$ cat config.mk
export PLATFORM = sky130hd
export DESIGN_NAME = hazard_ctrl
export DESIGN_NICKNAME = d
export VERILOG_FILES = /design/src/rtl/hazard_ctrl.sv
export SDC_FILE = /design/constraint.sdc
export NUM_CORES = 1
export LEC_CHECK = 0
export CORE_MARGIN = 2
export CORE_UTILIZATION = 45
export DETAILED_ROUTE_END_ITERATION = 7
export PLACE_DENSITY = 0.74
export SKIP_CTS_REPAIR_TIMING = 1
export SLEW_MARGIN = 5
export SYNTH_ARGS = -nofsm -noshare
export SYNTH_HDL_FRONTEND = slang
export SYNTH_SLANG_ARGS = --single-unit
export TNS_END_PERCENT = 20
$ cat constraint.sdc
create_clock -name clk -period 2.17 [get_ports clk]
set_input_delay 0.434 -clock clk [delete_from_list [all_inputs] [get_ports clk]]
set_output_delay 0.434 -clock clk [all_outputs]
set_load 0.05 [all_outputs]
$ cat src/rtl/hazard_ctrl.sv
// hazard_ctrl: stall, PC-redirect and forwarding control for the 5-stage
// MIPS pipeline, built on a shadow pipeline of E/M/W destination info.
// Ports: clk, rst_n (async, active-low); D-stage operand/dest/use flags
// (d_*); mul/div start (e_md_start, e_md_div); outputs stall, flush_pc,
// fwd_rs_d/fwd_rt_d (0 regfile, 1 M), fwd_rs_e/fwd_rt_e (0 ID/EX, 1 M,
// 2 W), md_busy.
// Optional feature: define HAZARD_MD_STALL_EN to build the mul/div busy
// counter and its HI/LO stall term; otherwise md_busy is tied low.
module hazard_ctrl #(
    parameter logic [3:0] MULT_CYCLES = 4'd5,
    parameter logic [3:0] DIV_CYCLES  = 4'd10
) (
    input  logic       clk,
    input  logic       rst_n,
    input  logic [4:0] d_rs,
    input  logic [4:0] d_rt,
    input  logic       d_use_rs_d,
    input  logic       d_use_rt_d,
    input  logic       d_use_rs_e,
    input  logic       d_use_rt_e,
    input  logic       d_wr_en,
    input  logic [4:0] d_wr_addr,
    input  logic       d_is_load,
    input  logic       d_md_use,
    input  logic       d_redirect,
    input  logic       e_md_start,
    input  logic       e_md_div,
    output logic       stall,
    output logic       flush_pc,
    output logic       fwd_rs_d,
    output logic       fwd_rt_d,
    output logic [1:0] fwd_rs_e,
    output logic [1:0] fwd_rt_e,
    output logic       md_busy
);

    // W only feeds forwarding, so it carries no load flag.
    logic       r_e_wr, r_e_load, r_m_wr, r_m_load, r_w_wr;
    logic [4:0] r_e_addr, r_e_rs, r_e_rt, r_m_addr, r_w_addr;

    logic w_e_hit_rs, w_e_hit_rt, w_m_hit_rs, w_m_hit_rt;
    logic w_m_hit_ers, w_m_hit_ert, w_w_hit_ers, w_w_hit_ert;
    logic w_stall_d, w_stall_e, w_md_stall, w_md_busy, w_stall;

    function automatic logic f_hit(input logic wr, input logic [4:0] a,
                                   input logic [4:0] r);
        return wr && (a == r) && (r != 5'd0);
    endfunction

    assign w_e_hit_rs  = f_hit(r_e_wr, r_e_addr, d_rs);
    assign w_e_hit_rt  = f_hit(r_e_wr, r_e_addr, d_rt);
    assign w_m_hit_rs  = f_hit(r_m_wr, r_m_addr, d_rs);
    assign w_m_hit_rt  = f_hit(r_m_wr, r_m_addr, d_rt);
    assign w_m_hit_ers = f_hit(r_m_wr, r_m_addr, r_e_rs);
    assign w_m_hit_ert = f_hit(r_m_wr, r_m_addr, r_e_rt);
    assign w_w_hit_ers = f_hit(r_w_wr, r_w_addr, r_e_rs);
    assign w_w_hit_ert = f_hit(r_w_wr, r_w_addr, r_e_rt);

    // D-stage consumers wait for anything in E, and for a load still in M.
    assign w_stall_d = (d_use_rs_d & (w_e_hit_rs | (r_m_load & w_m_hit_rs)))
                     | (d_use_rt_d & (w_e_hit_rt | (r_m_load & w_m_hit_rt)));
    // E-stage consumers only wait for a load sitting in E.
    assign w_stall_e = r_e_load & ((d_use_rs_e & w_e_hit_rs)
                                 | (d_use_rt_e & w_e_hit_rt));

`ifdef HAZARD_MD_STALL_EN
    logic [3:0] r_md_cnt;

    always_ff @(posedge clk or negedge rst_n) begin
        if (!rst_n) begin
            r_md_cnt <= 4'd0;
        end else if (e_md_start && (r_md_cnt == 4'd0)) begin
            r_md_cnt <= e_md_div ? DIV_CYCLES : MULT_CYCLES;
        end else if (r_md_cnt != 4'd0) begin
            r_md_cnt <= r_md_cnt - 4'd1;
        end
    end

    assign w_md_busy  = (r_md_cnt != 4'd0);
    assign w_md_stall = d_md_use & (w_md_busy | e_md_start);

`ifndef SYNTHESIS
    always @(posedge clk) begin
        if (rst_n) begin
            a_md_start_busy: assert (!(e_md_start && w_md_busy));
        end
    end
`endif
`else
    logic w_unused_md;
    assign w_unused_md = &{1'b0, d_md_use, e_md_start, e_md_div};
    assign w_md_busy   = 1'b0;
    assign w_md_stall  = 1'b0;
`endif

    assign w_stall = w_stall_d | w_stall_e | w_md_stall;

    always_ff @(posedge clk or negedge rst_n) begin
        if (!rst_n) begin
            r_e_wr   <= 1'b0;
            r_e_addr <= 5'd0;
            r_e_load <= 1'b0;
            r_e_rs   <= 5'd0;
            r_e_rt   <= 5'd0;
            r_m_wr   <= 1'b0;
            r_m_addr <= 5'd0;
            r_m_load <= 1'b0;
            r_w_wr   <= 1'b0;
            r_w_addr <= 5'd0;
        end else begin
            r_w_wr   <= r_m_wr;
            r_w_addr <= r_m_addr;
            r_m_wr   <= r_e_wr;
            r_m_addr <= r_e_addr;
            r_m_load <= r_e_load;
            if (w_stall) begin
                r_e_wr   <= 1'b0;
                r_e_addr <= 5'd0;
                r_e_load <= 1'b0;
                r_e_rs   <= 5'd0;
                r_e_rt   <= 5'd0;
            end else begin
                r_e_wr   <= d_wr_en;
                r_e_addr <= d_wr_addr;
                r_e_load <= d_is_load;
                r_e_rs   <= d_rs;
                r_e_rt   <= d_rt;
            end
        end
    end

    // Outputs are held low for the whole reset window, including inputs
    // that would otherwise reach them combinationally.
    always_comb begin
        stall    = rst_n & w_stall;
        flush_pc = rst_n & d_redirect & ~w_stall;
        fwd_rs_d = rst_n & w_m_hit_rs;
        fwd_rt_d = rst_n & w_m_hit_rt;
        md_busy  = rst_n & w_md_busy;
        fwd_rs_e = 2'd0;
        fwd_rt_e = 2'd0;
        if (rst_n) begin
            if (w_m_hit_ers)      fwd_rs_e = 2'd1;
            else if (w_w_hit_ers) fwd_rs_e = 2'd2;
            if (w_m_hit_ert)      fwd_rt_e = 2'd1;
            else if (w_w_hit_ert) fwd_rt_e = 2'd2;
        end
    end

endmodule

# --- Word-level counts from Yosys, hierarchy flattened ---
# Cells that the tools add are included.
word_totals:
  register_bits: 30
  latchBits: 0
  ram_bits: 0
  romBits: 0
  input_bits: 27
  out_inout_bits: 9
  word_cells: 67
  mem_count: 0
op_classes:
  addsub: 0
  mul: 0
  div: 0
  n_lt_le_gt_ge: 0
  n_eq_ne: 8
  n_shift: 0
  mux: 11
  bitwise_logic: 18
  n_reduce_logical: 20
op_table:
  columns: ["op", "count"]
  rows:
  - ["$eq 5x5->1", 8]
  - ["$reduce_bool 5->1", 4]
  - ["$logic_and 1x1->1", 16]
  - ["$mux 5", 3]
  - ["$and 1x1->1", 12]
  - ["$mux 2", 6]
  - ["$or 1x1->1", 5]
  - ["$mux 1", 2]
  - ["$not 1->1", 1]

# --- Longest topological paths before layout ---
logic_depth:
  depth_word: 10
  mapped_depth: 8
  ltp_nobuf: 5

# --- Least setup slack after synthesis ---
# Ideal clock, no wire load.
synth_path:
  kind: "register to output"
  startpoint: "register r_e_rs[2]"
  endpoint: "output fwd_rs_e[1]"
  t_arrival_ps: 2625
  t_required_ps: 1736
  slack_ps: -889
  path_stages_with_launch: 5
  n_path_buf: 0
  path_cell_list: "dfrtp_1 or4_1 nor2_1 nor4_1 nor4_1"
synth_between:
  elab_chain_cells: 6
  elab_cells_between_ends: 10
  classes_between: "eq/ne: 2; mux: 3; reduce/logical: 5"
synth_rtl:
  columns: ["element", "line", "text"]
  rows:
  - ["start: declaration", "39", "logic [4:0] r_e_addr, r_e_rs, r_e_rt, r_m_addr, r_w_addr;"]
  - ["start signal: assignment", "126", "r_e_rs <= d_rs;"]
  - ["$eq 5x5->1", "47", "return wr && (a == r) && (r != 5'd0);"]
  - ["$logic_and 1x1->1 (2 in series)", "47", null]
  - ["$mux 2", "144", "else if (w_w_hit_ers) fwd_rs_e = 2'd2;"]
  - ["$mux 2 (*)", "143", "if (w_m_hit_ers) fwd_rs_e = 2'd1;"]
  - ["$mux 2 (*)", "142", "if (rst_n) begin"]
  - ["end: declaration", "32", "output logic [1:0] fwd_rs_e,"]
# Mark *: on every way between the ends. The rest lies on a longest branch, timed or not.

# --- Final worst setup path ---
layout_path:
  startpoint: "register r_e_rt[1]"
  endpoint: "output fwd_rt_e[1]"
layout_between:
  elab_chain_cells: 6
  elab_cells_between_ends: 10
  classes_between: "eq/ne: 2; mux: 3; reduce/logical: 5"
layout_rtl:
  columns: ["element", "line", "text"]
  rows:
  - ["start: declaration", "39", null]
  - ["start signal: assignment", "127", "r_e_rt <= d_rt;"]
  - ["$eq 5x5->1", "47", null]
  - ["$logic_and 1x1->1 (2 in series)", "47", null]
  - ["$mux 2", "146", "else if (w_w_hit_ert) fwd_rt_e = 2'd2;"]
  - ["$mux 2 (*)", "145", "if (w_m_hit_ert) fwd_rt_e = 2'd1;"]
  - ["$mux 2 (*)", "142", null]
  - ["end: declaration", "33", "output logic [1:0] fwd_rt_e,"]
# Marks and branches as above.

==> summary.txt <==
=====================================================================================
Number of failing setup endpoints in the final timing report                        7
Pins over their slew limit                                                          0
Detail-routed net length per standard cell                                   15.88 um
Sum of routed wire length over all layers                                    4.082 mm
Library cell appearing most often on the critical path                   sky130_fd_sc_hd__nor4_2
Final #Nets                                                                       239
Most frequent cell after synthesis                                       sky130_fd_sc_hd__xnor2_1
Post-synthesis cell area                                                   1625 sq um
Pwr Density                                                              512.6 nW/um^2
Worst-case clock skew                                                        3.940 ps
Net switching share of the total power                                         0.2744
Sum of net half-perimeters after detailed placement                          3.213 mm
Library cell used as clock root buffer                                   sky130_fd_sc_hd__clkbuf_4
Pin count of the biggest net entering global routing                               15
Initial Utilization                                                            0.4758
CTS tree                                                                          yes
Total CTS buffers                                                                   5
Crit path setup slack, layout                                               -310.7 ps
Most frequently used flop master after synthesis                         sky130_fd_sc_hd__dfrtp_1
Placer Congestion                                                              0.8072
Endpoint kind of the worst setup timing path                              output port
Share of power burned in combinational logic                                    0.243
Number of I/O port buffers                                                         31
Fill count                                                                        238
Highest Clock Rate                                                          403.1 MHz
Slowest Stage Delay on Critical Path                                           550 ps
Number of cells in the design after placement                                     245
Top cell type by total area after synthesis                              sky130_fd_sc_hd__dfrtp_1
I/O pins                                                                           36
Peak supply drop                                                          0.0003235 V
Count of inserted antenna diode cells                                               0
Starting DRT DRC Count                                                             32
Part of the Yosys area used for sequential elements                            0.4619
Die Y-Extent                                                                 64.10 um
Area share of the largest cell type after synthesis                            0.4619
Floorplan core area                                                        3416 sq um
Number of enable flip-flop cells after synthesis                                    0
Violated checks                                                          negative setup slack
Std cell rows                                                                      21
Unrepaired setup endpoints after global routing                                  true
Number of vias after detailed routing                                           1,337
Gr usage total                                                                 0.2090
FF-to-FF Start                                                            r_m_addr[1]
Internal power                                                               913.5 uW
Post-layout util                                                               0.7190
Final cycle utilization of the critical path                                    1.143
Initial antenna violation count                                                     0
CP required                                                                   1740 ps
Launch point of the worst path                                              r_e_rt[1]
Critical path buffers and inverters                                                 1
Insertion delay to the later sink of the worst-skew pair                       320 ps
Pre-Repair DR Iteration Count                                                       4
Worst setup timing slack at the placement stage                             -593.5 ps
H-tree depth                                                                        2
Share of total power in the clock network                                       0.252
TritonCTS sink count                                                               30
Standard cell with the maximum stage delay on the critical path          sky130_fd_sc_hd__or4_4
Post-Layout Cell Count                                                            257
Library cells used by synthesis                                                    31
Antenna-violating nets left                                                         0
Vias in the first global route                                                  1,462
DRC violation count after routing                                                   0
Max cap viols                                                                       0
Area growth, synth to finish                                                   51.12%
Per-cell via count in the routed design                                         5.202
Post-synthesis register bit count                                                  30
Share of post-route cells with drive strength above 1                          0.4076
Flop pwr share                                                                  0.505
Average size of a mapped cell                                             11.53 sq um
Overall die area                                                           4109 sq um
Run status                                                               complete, but fails checks
Maximum fanout encountered on the critical timing path                              2
P_sw                                                                         345.4 uW
CP top delay family                                                      simple AND/OR/NAND/NOR gates
Worst setup path category                                                register to output port
Arrival @ worst endpoint                                                      2050 ps
Cells taking the most area after synthesis                               sky130_fd_sc_hd__dfrtp_1, sky130_fd_sc_hd__xnor2_1, sky130_fd_sc_hd__nor3b_2
Type of the worst min-delay path                                         register to register
LEAKAGE                                                                   0.001054 uW
Global-route wire length before repair                                       6.527 mm
Sum of internal, switching and leakage power                                  1259 uW
Cell-by-cell listing of the critical path                                or4_4 > nor2_4 > nor4_2 > nor4_2 > bufbuf_16
Number of cells produced by synthesis                                             141
Critical Path Source Type                                                    register
Clock period minus worst slack                                                2481 ps
Die X-Extent                                                                 64.10 um
Grt total ovfl                                                                      0
Maximum count of clock buffers along a single path                                  2
Asr flop ratio synth                                                            1.000
Startpoint of the lowest-slack hold path                                     r_e_load
Total number of yosys warnings                                                      0
Clock-pin slew of the registers on the worst-case setup and hold paths          80 ps
Commonest cells in the synthesized netlist                               sky130_fd_sc_hd__xnor2_1, sky130_fd_sc_hd__dfrtp_1, sky130_fd_sc_hd__nor3b_1, sky130_fd_sc_hd__nor3b_2
Final-report hold violation count                                                   0
Synthesized netlist net count                                                     168
=====================================================================================
routing by layer:
metal  up-vias  global-route usage  wire [um]
met3         8             0.05106        151
met5         -                   0          0
met1       665              0.2147       1455
met2        34              0.4102       2398
met4         0             0.06383         77
li1        630                   -          -
cells in the final DEF, fill, tap and decap left out, types with 4 or more instances in the layout:
cell type / n
sky130_fd_sc_hd__buf_4: 40
sky130_fd_sc_hd__xnor2_1: 32
sky130_fd_sc_hd__dfrtp_1: 29
sky130_fd_sc_hd__clkdlybuf4s50_1: 13
sky130_fd_sc_hd__nor3b_2: 8
sky130_fd_sc_hd__nor3b_1: 8
sky130_fd_sc_hd__nand2_1: 7
sky130_fd_sc_hd__buf_12: 7
sky130_fd_sc_hd__nor4_2: 6
sky130_fd_sc_hd__dlymetal6s2s_1: 6
sky130_fd_sc_hd__xor2_1: 5
sky130_fd_sc_hd__clkbuf_4: 5
sky130_fd_sc_hd__nand4_1: 4
sky130_fd_sc_hd__nand3_1: 4
layout make-up:
class                           instances  area (sq um)  share of cell area
Tap cell                               46         57.56             0.02343
Inverter                                3         11.26            0.004585
Multi-Input combinational cell        101         879.6              0.3581
Timing Repair Buffer                   71         704.4              0.2868
Clock buffer                            6         51.30             0.02089
Sequential cell                        30         752.0              0.3062
registers in the layout, summed over array words and instances (netlist names):
register and cells:
r_e_addr 5, r_e_rs 5, r_e_rt 5, r_m_addr 5, r_w_addr 5, r_e_load 1, r_e_wr 1, r_m_load 1
r_m_wr 1, r_w_wr 1
worst register-to-register path: cells and delay by family (launching register included):
| kind | cells | cell delay [ps] |
|---|---|---|
| AO/OA/AOI/OAI | 3 | 660 |
| flip-flops | 1 | 460 |
| XOR/XNOR | 1 | 230 |
| buffers and inverters | 1 | 230 |
| AND/OR/NAND/NOR | 1 | 90 |
through the flow:
step	hold slack (ps)	area, sq um	TNS, ps
2_1_floorplan	138.4	1650	-1403
3_3_place_gp	395.5	2285	-5180
3_5_place_dp	401.2	2285	-5869
4_1_cts	420.9	2336	-2786
5_1_grt	427.9	2456	-2206
6_report	413.7	2456	-1475
power by group through the flow:
stage	Sequential [uW]	Combinational, uW	Clock [uW]
after floorplan	636	145	0
after global placement	643	277	0
after detailed placement	645	286	0
after global routing	640	332	356
final	635	306	318
after CTS	633	288	323
path summary, 6_finish.rpt:
kind,end,slack [ps],depth (start not counted)
max,fwd_rt_e[1],-310,5
min,r_m_load,410,0
max reg2reg,r_e_rt[1],390,6
min reg2reg,r_m_load,410,0
max in group asynchronous,r_e_rs[2],1140,4
min in group asynchronous,r_e_wr,440,2
cell families (layout without fill, tap and decap cells):
logic type	count (synthesis)	count (layout)	synth area share
simple gates	54	54	0.2356
xor+xnor	37	37	0.1994
flops	30	30	0.4619
buf+inv	10	80	0.04926
compound gates	9	9	0.05158
other cells	1	1	0.002307
No activity file was read; power rests on OpenSTA's default activity.
